[config.mk]
export PLATFORM = sky130hd
export DESIGN_NAME = fifo_rd_stream_flat
export DESIGN_NICKNAME = d
export VERILOG_FILES = /design/src/rtl/fifo_rd_stream_if.sv /design/src/rtl/fifo_rd_stream.sv /design/src/flat_wrapper.sv
export SDC_FILE = /design/constraint.sdc
export NUM_CORES = 1
export LEC_CHECK = 0
export CAP_MARGIN = 20
export CORE_MARGIN = 1.5
export CORE_UTILIZATION = 45
export DETAILED_ROUTE_END_ITERATION = 12
export PLACE_DENSITY = 0.74
export SLEW_MARGIN = 10
export SYNTH_ARGS = -nofsm -noshare
export SYNTH_HDL_FRONTEND = slang
export SYNTH_SLANG_ARGS = --single-unit
[constraint.sdc]
create_clock -name clk -period 3.7 [get_ports clk]
set_clock_uncertainty 0.2 [all_clocks]
set_input_delay 0.555 -clock clk [delete_from_list [all_inputs] [get_ports clk]]
set_output_delay 0.555 -clock clk [all_outputs]
set_load 0.005 [all_outputs]
[src/rtl/fifo_rd_stream_if.sv]
// fifo_rd_stream_if: upstream FIFO read port plus downstream valid/ready stream and status.
interface fifo_rd_stream_if #(parameter int FIFO_WIDTH = 16);
   logic                  enable, flush, fifo_empty, fifo_underflow, fifo_rd_en;
   logic                  m_ready, m_valid, underflow_err;
   logic [FIFO_WIDTH-1:0] fifo_data_out, m_data;
   logic [15:0]           rd_count;
   modport master (
      output enable, flush, fifo_empty, fifo_underflow, fifo_data_out, m_ready,
      input  fifo_rd_en, m_valid, m_data, rd_count, underflow_err
   );
   modport slave (
      input  enable, flush, fifo_empty, fifo_underflow, fifo_data_out, m_ready,
      output fifo_rd_en, m_valid, m_data, rd_count, underflow_err
   );
endinterface

[src/rtl/fifo_rd_stream.sv]
// fifo_rd_stream: pulls words from an upstream FIFO into a 2-entry skid buffer and
// presents them in order on a valid/ready stream, with flush and sticky underflow.
module fifo_rd_stream #(parameter int FIFO_WIDTH = 16) (
   input  logic            clk,
   input  logic            rst_n,
   fifo_rd_stream_if.slave bus
);
   typedef enum logic {RUN, FLUSH} state_t;
   state_t                state, state_nxt;
   logic [FIFO_WIDTH-1:0] mem [2];
   logic                  head, tail, pend, cap, xfer;
   logic [1:0]            occ;
   always_ff @(posedge clk or negedge rst_n)
      if (!rst_n) state <= RUN;
      else        state <= state_nxt;
   always_comb
      state_nxt = (state == RUN) ? (bus.flush ? FLUSH : RUN)
                                 : ((!bus.flush && !pend) ? RUN : FLUSH);
   // A transfer this cycle frees a slot, so the read gate credits it to sustain one word per cycle.
   always_comb begin
      bus.m_valid    = (occ != 2'd0) && (state == RUN);
      bus.m_data     = mem[head];
      xfer           = bus.m_valid && bus.m_ready;
      cap            = pend && (state == RUN);
      bus.fifo_rd_en = bus.enable && !bus.flush && !bus.fifo_empty && (state == RUN) && rst_n
                       && ((3'(occ) + 3'(pend) - 3'(xfer)) < 3'd2);
   end
   always_ff @(posedge clk or negedge rst_n)
      if (!rst_n) begin
         occ               <= 2'd0;
         pend              <= 1'b0;
         head              <= 1'b0;
         tail              <= 1'b0;
         mem[0]            <= '0;
         mem[1]            <= '0;
         bus.rd_count      <= 16'd0;
         bus.underflow_err <= 1'b0;
      end else begin
         pend <= bus.fifo_rd_en;
         if (bus.fifo_underflow) bus.underflow_err <= 1'b1;
         if (xfer) bus.rd_count <= bus.rd_count + 16'd1;
         if (state == FLUSH || bus.flush) begin
            occ  <= 2'd0;
            head <= 1'b0;
            tail <= 1'b0;
         end else begin
            if (cap) begin
               mem[tail] <= bus.fifo_data_out;
               tail      <= ~tail;
            end
            if (xfer) head <= ~head;
            occ <= occ + 2'(cap) - 2'(xfer);
         end
      end
endmodule

[src/flat_wrapper.sv]
// flat-port wrapper written by rule: the top's interface ports become plain ports
module fifo_rd_stream_flat 
#(parameter int FIFO_WIDTH = 16)
  (clk, rst_n, bus_enable, bus_flush, bus_fifo_empty, bus_fifo_underflow, bus_fifo_data_out, bus_m_ready, bus_fifo_rd_en, bus_m_valid, bus_m_data, bus_rd_count, bus_underflow_err);
  fifo_rd_stream_if #(.FIFO_WIDTH(FIFO_WIDTH)) bus_i ();
  input  logic clk;
  input  logic rst_n;
  input wire logic [$bits(bus_i.enable)-1:0] bus_enable;
  input wire logic [$bits(bus_i.flush)-1:0] bus_flush;
  input wire logic [$bits(bus_i.fifo_empty)-1:0] bus_fifo_empty;
  input wire logic [$bits(bus_i.fifo_underflow)-1:0] bus_fifo_underflow;
  input wire logic [$bits(bus_i.fifo_data_out)-1:0] bus_fifo_data_out;
  input wire logic [$bits(bus_i.m_ready)-1:0] bus_m_ready;
  output wire logic [$bits(bus_i.fifo_rd_en)-1:0] bus_fifo_rd_en;
  output wire logic [$bits(bus_i.m_valid)-1:0] bus_m_valid;
  output wire logic [$bits(bus_i.m_data)-1:0] bus_m_data;
  output wire logic [$bits(bus_i.rd_count)-1:0] bus_rd_count;
  output wire logic [$bits(bus_i.underflow_err)-1:0] bus_underflow_err;
  assign bus_i.enable = bus_enable;
  assign bus_i.flush = bus_flush;
  assign bus_i.fifo_empty = bus_fifo_empty;
  assign bus_i.fifo_underflow = bus_fifo_underflow;
  assign bus_i.fifo_data_out = bus_fifo_data_out;
  assign bus_i.m_ready = bus_m_ready;
  assign bus_fifo_rd_en = bus_i.fifo_rd_en;
  assign bus_m_valid = bus_i.m_valid;
  assign bus_m_data = bus_i.m_data;
  assign bus_rd_count = bus_i.rd_count;
  assign bus_underflow_err = bus_i.underflow_err;
  fifo_rd_stream #(.FIFO_WIDTH(FIFO_WIDTH)) u_core (.clk(clk), .rst_n(rst_n), .bus(bus_i));
endmodule
# Yosys cells after proc, flatten, opt, wreduce, memory -nomap -nowiden
# Cells that the tools add are included.
# classes
n_addsub	5
order_cmp	4
bitwise	6
mux	14
reduce_logical	18
# ops
operator	n
2-to-1 mux 16 bit	4
bitwise mux 32 bit	1
adder 16 x 1 -> 16 bit, second input constant	1
demux 16 bit (select 1 bit)	1
logical AND 1 bit	10
2-to-1 mux 1 bit	7
nonzero test 2 bit	3
>= comparator 2 bit, second input constant	2
inverter 1 bit	4
inverter 1 -> 2 bit	2
adder 2 x 1 -> 3 bit	1
zero test 1 bit	3
< comparator 3 x 2 -> 1 bit, second input constant	1
subtractor 3 x 1 -> 3 bit	1
adder 2 x 1 -> 2 bit	1
< comparator 2 x 1 -> 1 bit, second input constant	1
2-to-1 mux 2 bit	1
AND reduction 2 bit	1
subtractor 2 x 1 -> 2 bit	1
logical OR 1 bit	1
# totals
word_cells	56
register_bits	55
out_inout_bits	35

# Longest topological paths before layout
# Gate-level depths: netlist (run 1).
# depth
depth_word	6
mapped_depth	10

# Worst setup path before layout (run 1)
# No wires, ideal clock.
# synth_timing
path_kind	reg-to-output
from	reg u_core.occ[1]
to	out bus_fifo_rd_en
setup_slack_ns	0.601
t_arrival_ns	2.344
n_path_buf	0
required_ns	2.945
path_stages_with_launch	10
cell_sequence	dfrtp_1 > o21bai_4 > clkinv_2 > nand2_4 > inv_1 > ha_1 > nand2b_1 > fa_1 > nand3_1 > nor4b_1
# synth_between
elab_chain_cells	6
elab_cells_between_ends	7
# synth_rtl
element	line_no	source
start: declaration	fifo_rd_stream.sv:12	logic [1:0] occ;
start signal: assignment	fifo_rd_stream.sv:52	occ <= occ + 2'(cap) - 2'(xfer);
nonzero test 2 bit	fifo_rd_stream.sv:21	bus.m_valid = (occ != 2'd0) && (state == RUN);
logical AND 1 bit	fifo_rd_stream.sv:21	
net bus_m_valid	flat_wrapper.sv:15	output wire logic [$bits(bus_i.m_valid)-1:0] bus_m_valid;
logical AND 1 bit	fifo_rd_stream.sv:23	xfer = bus.m_valid && bus.m_ready;
net u_core.xfer	fifo_rd_stream.sv:11	logic head, tail, pend, cap, xfer;
subtractor 3 x 1 -> 3 bit	fifo_rd_stream.sv:26	&& ((3'(occ) + 3'(pend) - 3'(xfer)) < 3'd2);
< comparator 3 x 2 -> 1 bit	fifo_rd_stream.sv:26	
logical AND 1 bit	fifo_rd_stream.sv:26	
end: declaration	flat_wrapper.sv:14	output wire logic [$bits(bus_i.fifo_rd_en)-1:0] bus_fifo_rd_en;
# The timed path passes the listed nets, and every way through them passes these cells.

# Worst setup path after layout (run 1)
# layout_timing
from	in bus_m_ready
to	out bus_fifo_rd_en
# layout_between
elab_chain_cells	4
# layout_rtl
element	line_no	source
start: declaration	flat_wrapper.sv:13	input wire logic [$bits(bus_i.m_ready)-1:0] bus_m_ready;
logical AND 1 bit	fifo_rd_stream.sv:23	
net u_core.xfer	fifo_rd_stream.sv:11	
subtractor 3 x 1 -> 3 bit	fifo_rd_stream.sv:26	
< comparator 3 x 2 -> 1 bit	fifo_rd_stream.sv:26	
logical AND 1 bit	fifo_rd_stream.sv:26	
# The timed path passes the listed nets, and every way through them passes these cells.

==> results of run 1 <==
## stage by stage
stage	util, %	hold slack [ns]	power [mW]
after floorplan	-	0.0594	0.730
after CTS	60.3	0.206	1.22
final	60.3	0.180	1.21
after global placement	58.3	0.252	0.839
after detailed placement	58.3	0.260	0.843
after global routing	60.3	0.243	1.27
## power by group through the flow
| stage | clock [mW] | combinational (mW) | sequential (mW) |
|---|---|---|---|
| 2_1_floorplan | 0 | 0.0684 | 0.661 |
| 3_5_place_dp | 0 | 0.178 | 0.665 |
| 4_1_cts | 0.390 | 0.179 | 0.653 |
| 6_report | 0.379 | 0.175 | 0.653 |
| 3_3_place_gp | 0 | 0.175 | 0.664 |
| 5_1_grt | 0.417 | 0.193 | 0.658 |
## worst max-delay path: stages
cell             delay (ns)
clkdlybuf4s50_1        0.53
nand2_4                0.06
inv_1                  0.07
ha_1                   0.23
nand2b_1               0.16
fa_1                   0.48
nand3_1                0.09
nor4b_2                0.28
dlygate4sd2_1          0.27
## synth_stat cells (all sizes together)
cell,instances,area [um^2]
o21bai,1,18.8
nand2,13,56.3
clkinv,1,5.00
buf,4,47.5
xnor2,16,140
clkbuf,1,3.75
dfrtp,55,1380
nor4b,1,8.76
and3,2,12.5
nand3,8,40.0
ha,4,50.1
xor2,4,35.0
fa,1,20.0
nor2,3,13.8
or3,1,6.26
inv,4,15.0
and2,1,7.51
nor3,5,36.3
mux2,48,578
nor4,2,42.5
nand4,2,12.5
nand2b,2,20.0
or2,1,6.26
a21o,1,8.76
## routing by layer
layer	vias to the layer above	part of all wire, %	track usage (%)
met5	-	0	0
met4	0	1.4	5.36
met3	7	6.6	4.65
met2	43	44	24.8
met1	763	48	22.7
li1	749	-	-
## state kept, by name, summed over array words and instances, names as in the netlist
name / cells
u_core.state: 1
u_core.occ: 2
u_core.tail: 1
u_core.bus.rd_count: 16
u_core.head: 1
u_core.mem: 32
u_core.pend: 1
u_core.bus.underflow_err: 1
## worst max-delay path by stage
stage / endpoint / slack (ns) / depth (start not counted)
after floorplan: bus_fifo_rd_en / 0.60 / 9
after global placement: bus_fifo_rd_en / -0.13 / 9
after detailed placement: bus_fifo_rd_en / -0.15 / 9
after CTS: bus_fifo_rd_en / 0.21 / 9
after global routing: bus_fifo_rd_en / 0.07 / 9
final: bus_fifo_rd_en / 0.24 / 9
## kinds of logic (layout without fill, tap and decap cells)
kind of cell | after synthesis | count (layout) | synth area share [%]
DFF | 55 | 55 | 53.7
muxes | 48 | 48 | 22.6
and+or+nand+nor | 41 | 41 | 10.3
xor gates and xnor gates | 20 | 20 | 6.84
buffers and inverters | 10 | 75 | 2.78
adders and majority gates | 5 | 5 | 2.74
AOI/OAI and AO/OA | 2 | 2 | 1.07
## layout make-up
cell class / count / area (um^2) / area share [%]
inverter: 5 / 20.0 / 0.603
sequential: 55 / 1380 / 41.5
tap: 72 / 90.1 / 2.71
timing repair buffer: 63 / 609 / 18.4
clock buffer: 6 / 72.6 / 2.19
multi-input combinational: 116 / 1120 / 33.7
clock inverter: 1 / 30.0 / 0.905
## repair_timing
item | 4_1_cts | 5_1_grt
buffers inserted | 0 | 0
endpoints found under the setup margin | 1 | 0
gates resized for setup | 3 | 0
==> metrics, run 1 <==
H-tree Lvls=2; Setup crit end kind=output port; worst ir drop on vdd=0.000211 V; pwr/cell area=364 mW/mm^2; Lkg Pwr=1.48 nW; synthesized instance count=181; Avg Inst Size Synth=14.2 um^2; Rel. slew slack=43.5%; Netlist Area Pre-Place=0.00256 mm^2; Final WS setup=0.237 ns; Core Region=0.00551 mm^2; HPWL after DPL=3100 um; R2R setup slack=1.32 ns; Final ANT Viol Nets=0; Skew-Pair Late Insertion Delay=0.30 ns; fin nets=274; Placed Cells incl. Taps=311; # diodes=0; reg2reg start=u_core.occ[1]; crit path max fanout=2; combinational share of power=14.5%; cell-internal power=0.955 mW; most frequent cells in the layout=55 x clkdlybuf4s50_1, 54 x dfrtp_1, 38 x mux2_2, 16 x xnor2_1, 12 x nand2_1; share of cells above drive strength 1=30.1%; commonest non-fill, non-tap cell in the layout=clkdlybuf4s50_1; Worst Reg-to-Reg Cells=9; dpl cell area=0.00321 mm^2; clock period minus worst slack=3.46 ns; cts hold-fix bufs=0; sequential area share after synthesis=53.7%; Final Slew Violations=0; Net Sw Frac=20.9%; Hold WC Path Type=input pin to async pin; Final Non-Filler Cells=318; actual slew at the worst max-slew pin=0.844 ns; vias in the first global route=1617; GRT Total Usage=16.4%; RSZ-0062 raised after global routing=false; Die Y=78.4 um; total CTS buffers=5; outcome=complete, no violations; CP required=2.94 ns; final hold vios=0; clk sink count=55; DR WL/cell=14.1 um; routed vias=1562; largest net degree at the start of global routing=56; Synthesis Warnings=0; 1st-iter DRT viols=78; NetSw=0.252 mW; starting density of the core=46.5%; FILL cells=439; GPL Wtd Cong=0.765; Place WS=-0.148 ns; Worst setup SP type=input pin; clock share of power=31.4%; TNS Setup=0 ns; WP data arrival=2.71 ns; number of remaining DRC errors=0; Area growth syn-to-layout=29.6%; Root Buffer=clkbuf_8; die area=0.00615 mm^2; fmax=289 MHz; IO buf count=57; GRT overflow=0; CP Class=input pin to output port; DR pass1 iterations=4; number of core rows=27; TritonCTS clock tree=yes; Post-Layout Inst Area=0.00332 mm^2; Die X-Extent=78.4 um; initial antenna violation count=0; start point of the critical path=bus_m_ready; Routed Wire Length=4500 um; routed vias/inst=4.91; clock-pin slew of the registers on the worst-case setup and hold paths=0.09 ns; final setup fails=0; Synth Net Count=209; Clock Tree Buf Depth=2; sequential power share=54.1%; Worst R2R End=u_core.pend; Yosys cell types=31; Synth Register Bits=55; global-route wire length before repair=7780 um; fin crit share=93.6%; # IOs=58; max cap viols=0
No activity file was read; power rests on OpenSTA's default activity.
==> inputs of run 2 (changes only) <==
--- a/config.mk
+++ b/config.mk
@@ -8,8 +8,10 @@
 export CAP_MARGIN = 20
 export CORE_MARGIN = 1.5
 export CORE_UTILIZATION = 45
+export CTS_BUF_LIST = sky130_fd_sc_hd__clkbuf_16
 export DETAILED_ROUTE_END_ITERATION = 12
 export PLACE_DENSITY = 0.74
+export RECOVER_POWER = 25
 export SLEW_MARGIN = 10
 export SYNTH_ARGS = -nofsm -noshare
 export SYNTH_HDL_FRONTEND = slang
==> metrics, run 2 (synthesis results as in run 1) <==
outcome=complete, no violations; Clock Tree Buf Depth=2 (unchanged); cts hold-fix bufs=0 (unchanged); Die Y=78.4 um (unchanged); Setup crit end kind=output port; max FFs per register=32 (unchanged); starting density of the core=46.5% (unchanged); Post-Route Utilization=61.2% (+0.95 points); final setup fails=0 (unchanged); actual slew at the worst max-slew pin=1.33 ns (+0.484 ns); Area growth syn-to-layout=31.7%; Crit path max-delay family=buffers and inverters; clk sink count=55 (unchanged); gr busiest metal=met2; CP Cell Sequence=clkdlybuf4s50_1, nand2_4, inv_1, ha_1, nand2b_1, fa_1, nand3_1, nor4b_2, dlygate4sd2_1; max cap viols=0 (unchanged); worst path bufs/invs=3 (unchanged); CP Class=input pin to output port; DR WL/cell=14.2 um (+0.36%); worst ir drop on vdd=0.000251 V (+19%); M2 GR Usage=25.0% (+0.17 points); # IOs=58 (unchanged); routed vias=1584 (+1.4%); Net Sw Frac=19.9% (-1.0 points); GRT Total Usage=16.3% (-0.050 points); Worst setup SP type=input pin; final hold vios=0 (unchanged); cell-internal power=1.07 mW (+12%); HPWL after DPL=3100 um (unchanged); # diodes=0 (unchanged); Crit-path slowest cell=clkdlybuf4s50_1; most frequent cells in the layout=55 x clkdlybuf4s50_1, 55 x dfrtp_1, 38 x mux2_2, 16 x xnor2_1, 12 x nand2_1; sequential power share=49.0% (-5.1 points); GR Layer Usage met1=22.6% (-0.075 points); H-tree Lvls=2 (unchanged); Final ANT Viol Nets=0 (unchanged); Rel. slew slack=11.4% (-32 points); initial antenna violation count=0 (unchanged); GPL Wtd Cong=0.765 (unchanged); IO buf count=57 (unchanged); crit path max fanout=2 (unchanged); vias in the first global route=1623 (+0.37%); TritonCTS clock tree=yes; met3 GRT Util=4.65% (unchanged); Routed Wire Length=4510 um (+0.36%); fin nets=274 (unchanged); routed vias/inst=4.98 (+1.4%); fmax=287 MHz (-0.58%); Final Slew Violations=0 (unchanged); GRT overflow=0 (unchanged); Root Buffer=clkbuf_16; global-route wire length before repair=7800 um (+0.35%); WP data arrival=2.73 ns (+0.02 ns); top flop regs=u_core.mem x32, u_core.bus.rd_count x16, u_core.occ x2; 1st-iter DRT viols=100 (+28%); Core Region=0.00551 mm^2 (unchanged); clock share of power=37.9% (+6.5 points); Final WS setup=0.217 ns (-0.0201 ns); Die X-Extent=78.4 um (unchanged); RSZ-0062 raised after global routing=false; die area=0.00615 mm^2 (unchanged); total CTS buffers=5 (unchanged); Max stage delay on crit path=0.53 ns (about the same); Place WS=-0.148 ns (unchanged); CP required=2.94 ns (about the same); Top reg by flops=u_core.mem; Lkg Pwr=1.51 nW (+2.0%); Hold WC Path Type=register to register; number of remaining DRC errors=0 (unchanged); clock-pin slew of the registers on the worst-case setup and hold paths=0.06 ns (-0.03 ns); pwr/cell area=396 mW/mm^2 (+8.9%); fin crit share=94.1% (+0.54 points); DR pass1 iterations=4 (unchanged); Skew-Pair Late Insertion Delay=0.28 ns (-0.02 ns); largest net degree at the start of global routing=56 (unchanged); clock period minus worst slack=3.48 ns (+0.0201 ns); share of cells above drive strength 1=29.7% (-0.41 points); combinational share of power=13.1% (-1.4 points); number of core rows=27 (unchanged); NetSw=0.265 mW (+5.2%)
-- run 2: cell type report --
| cell class | count | area (um^2) |
|---|---|---|
| Inverter | 5 | 20.0 |
| Clock inverter | 2 | 33.8 |
| Multi-Input combinational cell | 116 | 1120 |
| Sequential cell | 55 | 1380 |
| Tap cell | 72 | 90.1 |
| Clock buffer | 5 | 125 |
| Timing Repair Buffer | 63 | 607 |
| Fill cell | 437 | 2130 |
-- run 2: final timing paths --
| path | from | end | slack [ns] | cells after the start |
|---|---|---|---|---|
| min in group asynchronous | rst_n | u_core.mem[7] | 0.46 | 2 |
| max in group asynchronous | rst_n | u_core.occ[1] | 2.04 | 2 |
| min | u_core.bus.underflow_err | u_core.bus.underflow_err | 0.27 | 1 |
| min reg2reg | u_core.bus.underflow_err | u_core.bus.underflow_err | 0.27 | 1 |
| max reg2reg | u_core.state | u_core.pend | 1.24 | 9 |
| max | bus_m_ready | bus_fifo_rd_en | 0.22 | 9 |
-- run 2: layer usage --
layer | share of wire (%) | up-vias
li1 | - | 753
met1 | 47 | 779
met2 | 45 | 45
met3 | 6.8 | 7
met4 | 1.2 | 0
met5 | 0 | -
-- run 2: per-stage QoR --
step	instances	power (mW)	instance area (um^2)	TNS, ns	hold slack, ns
after floorplan	181	0.730	2560	0	0.0594
after global placement	311	0.839	3210	-0.125	0.252
after detailed placement	311	0.843	3210	-0.148	0.260
after CTS	318	1.35	3370	0	0.235
after global routing	318	1.40	3370	0	0.312
final	318	1.34	3370	0	0.268
-- run 2: worst reg2reg max path, stage by stage, from the launching register on --
cell and delay [ns]:
dfrtp_1 0.46, o21bai_4 0.18, clkinv_2 0.09, nand2_4 0.07
inv_1 0.05, ha_1 0.29, nand2b_1 0.16, fa_1 0.48
nand3_1 0.09, nor4b_2 0.29
-- run 2: power by group through the flow --
| stage | Combinational [mW] | Clock (mW) | Sequential [mW] |
|---|---|---|---|
| after global placement | 0.175 | 0 | 0.664 |
| after floorplan | 0.0684 | 0 | 0.661 |
| after global routing | 0.192 | 0.546 | 0.658 |
| after detailed placement | 0.178 | 0 | 0.665 |
| after CTS | 0.179 | 0.520 | 0.654 |
| final | 0.175 | 0.507 | 0.654 |
-- run 2: timing repair --
action	CTS	global route
buffers inserted	0	0
resized for setup	2	0
endpoints found under the setup margin	1	0
==> inputs of run 3 (changes only) <==
--- a/config.mk
+++ b/config.mk
@@ -6,11 +6,13 @@
 export NUM_CORES = 1
 export LEC_CHECK = 0
 export CAP_MARGIN = 20
+export CORE_ASPECT_RATIO = 0.8
 export CORE_MARGIN = 1.5
 export CORE_UTILIZATION = 45
 export CTS_BUF_LIST = sky130_fd_sc_hd__clkbuf_16
 export DETAILED_ROUTE_END_ITERATION = 12
-export PLACE_DENSITY = 0.74
+export DONT_BUFFER_PORTS = 1
+export PLACE_DENSITY = 0.61
 export RECOVER_POWER = 25
 export SLEW_MARGIN = 10
 export SYNTH_ARGS = -nofsm -noshare
==> metrics, run 3 (synthesis results as in run 1) <==
outcome=complete, no violations; Root Buffer=clkbuf_16; Lkg Pwr=1.26 nW (-17%); HPWL after DPL=3150 um (+1.5%); number of core rows=24 (-11%); H-tree Lvls=2 (unchanged); fin nets=213 (-22%); Worst R2R End=u_core.pend; Top reg by flops=u_core.mem; Worst setup SP type=register; Skew-Pair Late Insertion Delay=0.28 ns (about the same); fin crit share=96.0% (+1.9 points); max cap viols=0 (unchanged); Setup crit end kind=output port; Met3 Routed Length=256 um (-17%); DR WL/cell=17.0 um (+20%); GRT Total Usage=15.3% (-1.0 points); Clock Tree Buf Depth=2 (unchanged); Hold Crit Depth=1 (unchanged); R2R setup slack=0.83 ns (-0.41 ns); RSZ-0062 raised after global routing=false; pwr/cell area=427 mW/mm^2 (+7.8%); top flop regs=u_core.mem x32, u_core.bus.rd_count x16, u_core.occ x2; Core Region=0.00547 mm^2 (-0.75%); initial antenna violation count=0 (unchanged); fmax=282 MHz (-1.9%); CP Class=register to output port; routed vias=1370 (-14%); clk sink count=55 (unchanged); vias in the first global route=1416 (-13%); reg2reg start=u_core.occ[1]; metal2 WL=2200 um (+8.0%); commonest non-fill, non-tap cell in the layout=dfrtp_1; wl on met1=2000 um (-5.2%); clock period minus worst slack=3.55 ns (+0.0687 ns); starting density of the core=46.9% (+0.35 points); GPL Wtd Cong=0.868 (+13%); Die X-Extent=87.3 um (+11%); TNS Setup=0 ns (unchanged); most frequent cells in the layout=55 x dfrtp_1, 38 x mux2_2, 16 x xnor2_1, 12 x nand2_1, 10 x mux2_4; DR pass1 iterations=4 (unchanged); FILL cells=483 (+11%); Worst Hold Launch=bus_flush; Routed Wire Length=4480 um (-0.78%); Rel. slew slack=12.1% (+0.64 points); 1st-iter DRT viols=37 (-63%); Worst Reg-to-Reg Cells=9 (unchanged); worst ir drop on vdd=0.000219 V (-13%); max FFs per register=32 (unchanged); dpl cell area=0.00261 mm^2 (-19%); Area growth syn-to-layout=7.72%; largest net degree at the start of global routing=56 (unchanged); routed vias/inst=5.19 (+4.2%); Final Slew Violations=0 (unchanged); total CTS buffers=5 (unchanged); die area=0.00616 mm^2 (about the same); CP required=2.94 ns (about the same); Hold EP=u_core.tail; final hold vios=0 (unchanged); final setup fails=0 (unchanged); Hold WC Path Type=input pin to register; GRT overflow=0 (unchanged); clock-pin slew of the registers on the worst-case setup and hold paths=0.06 ns (about the same); top routing layer used=met4; Die Y=70.5 um (-10%); WP data arrival=2.80 ns (+0.07 ns); IO buf count=0 (-100%); TritonCTS clock tree=yes; # IOs=58 (unchanged); Final ANT Viol Nets=0 (unchanged); postcts setup bufs=0 (unchanged); number of gates resized after CTS=0 (-2); actual slew at the worst max-slew pin=1.32 ns (-0.00966 ns); crit path max fanout=6 (+4); number of remaining DRC errors=0 (unchanged); share of cells above drive strength 1=34.9% (+5.3 points); # diodes=0 (unchanged); Post-Layout Inst Area=0.00276 mm^2 (-18%); global-route wire length before repair=7270 um (-6.9%)
## run 3: final cells by class
class                   count  area, um^2  area share [%]
multi-input cells         116        1110            40.4
clock inverters             3        11.3           0.408
repair buffers              2        15.0           0.544
flip-flops and latches     55        1380            49.9
inverters                   5        20.0           0.726
well taps                  78        97.6            3.54
clock buffers               5         125            4.54
## run 3: worst max path at each step
stage	start	end	slack, ns	cells past startpoint
6_report	u_core.occ[1]	bus_fifo_rd_en	0.15	9
5_1_grt	u_core.occ[1]	bus_fifo_rd_en	0.03	9
4_1_cts	u_core.occ[1]	bus_fifo_rd_en	0.10	9
3_5_place_dp	u_core.occ[1]	bus_fifo_rd_en	0.41	9
3_3_place_gp	u_core.occ[1]	bus_fifo_rd_en	0.44	9
2_1_floorplan	u_core.occ[1]	bus_fifo_rd_en	0.60	9
## run 3: metal layers
| metal | GRT usage [%] | up-vias |
|---|---|---|
| li1 | - | 630 |
| met1 | 20.5 | 701 |
| met2 | 24.7 | 37 |
| met3 | 4.49 | 2 |
| met4 | 3.17 | 0 |
| met5 | 0 | - |
## run 3: stage by stage
stage | util [%] | hold slack (ns) | instances | total power [mW] | setup slack (ns)
6_report | 50.5 | 0.142 | 264 | 1.18 | 0.148
3_3_place_gp | 47.7 | 0.0609 | 254 | 0.740 | 0.441
3_5_place_dp | 47.7 | 0.0608 | 254 | 0.747 | 0.413
2_1_floorplan | - | 0.0594 | 181 | 0.730 | 0.601
5_1_grt | 50.5 | 0.129 | 264 | 1.23 | 0.0257
4_1_cts | 50.9 | 0.131 | 264 | 1.20 | 0.103
## run 3: what timing repair did
item                       CTS  global route
hold endpoints to repair    55             0
setup endpoints to repair    0             0
hold buffers                 2             0
## run 3: power breakdown
| part | internal [mW] | leakage [nW] | switching [mW] |
|---|---|---|---|
| registers | 0.635 | 0.734 | 0.0212 |
| logic | 0.0503 | 0.458 | 0.0392 |
| clock network | 0.244 | 0.0701 | 0.188 |
| total | 0.930 | 1.26 | 0.248 |
## run 3: worst max-delay path, stage by stage (launching register included)
cell	delay [ns]
dfrtp_1	0.46
o21bai_4	0.26
clkinv_2	0.13
nand2_4	0.10
inv_1	0.11
ha_1	0.30
nand2b_1	0.15
fa_1	0.49
nand3_1	0.08
nor4b_1	0.43
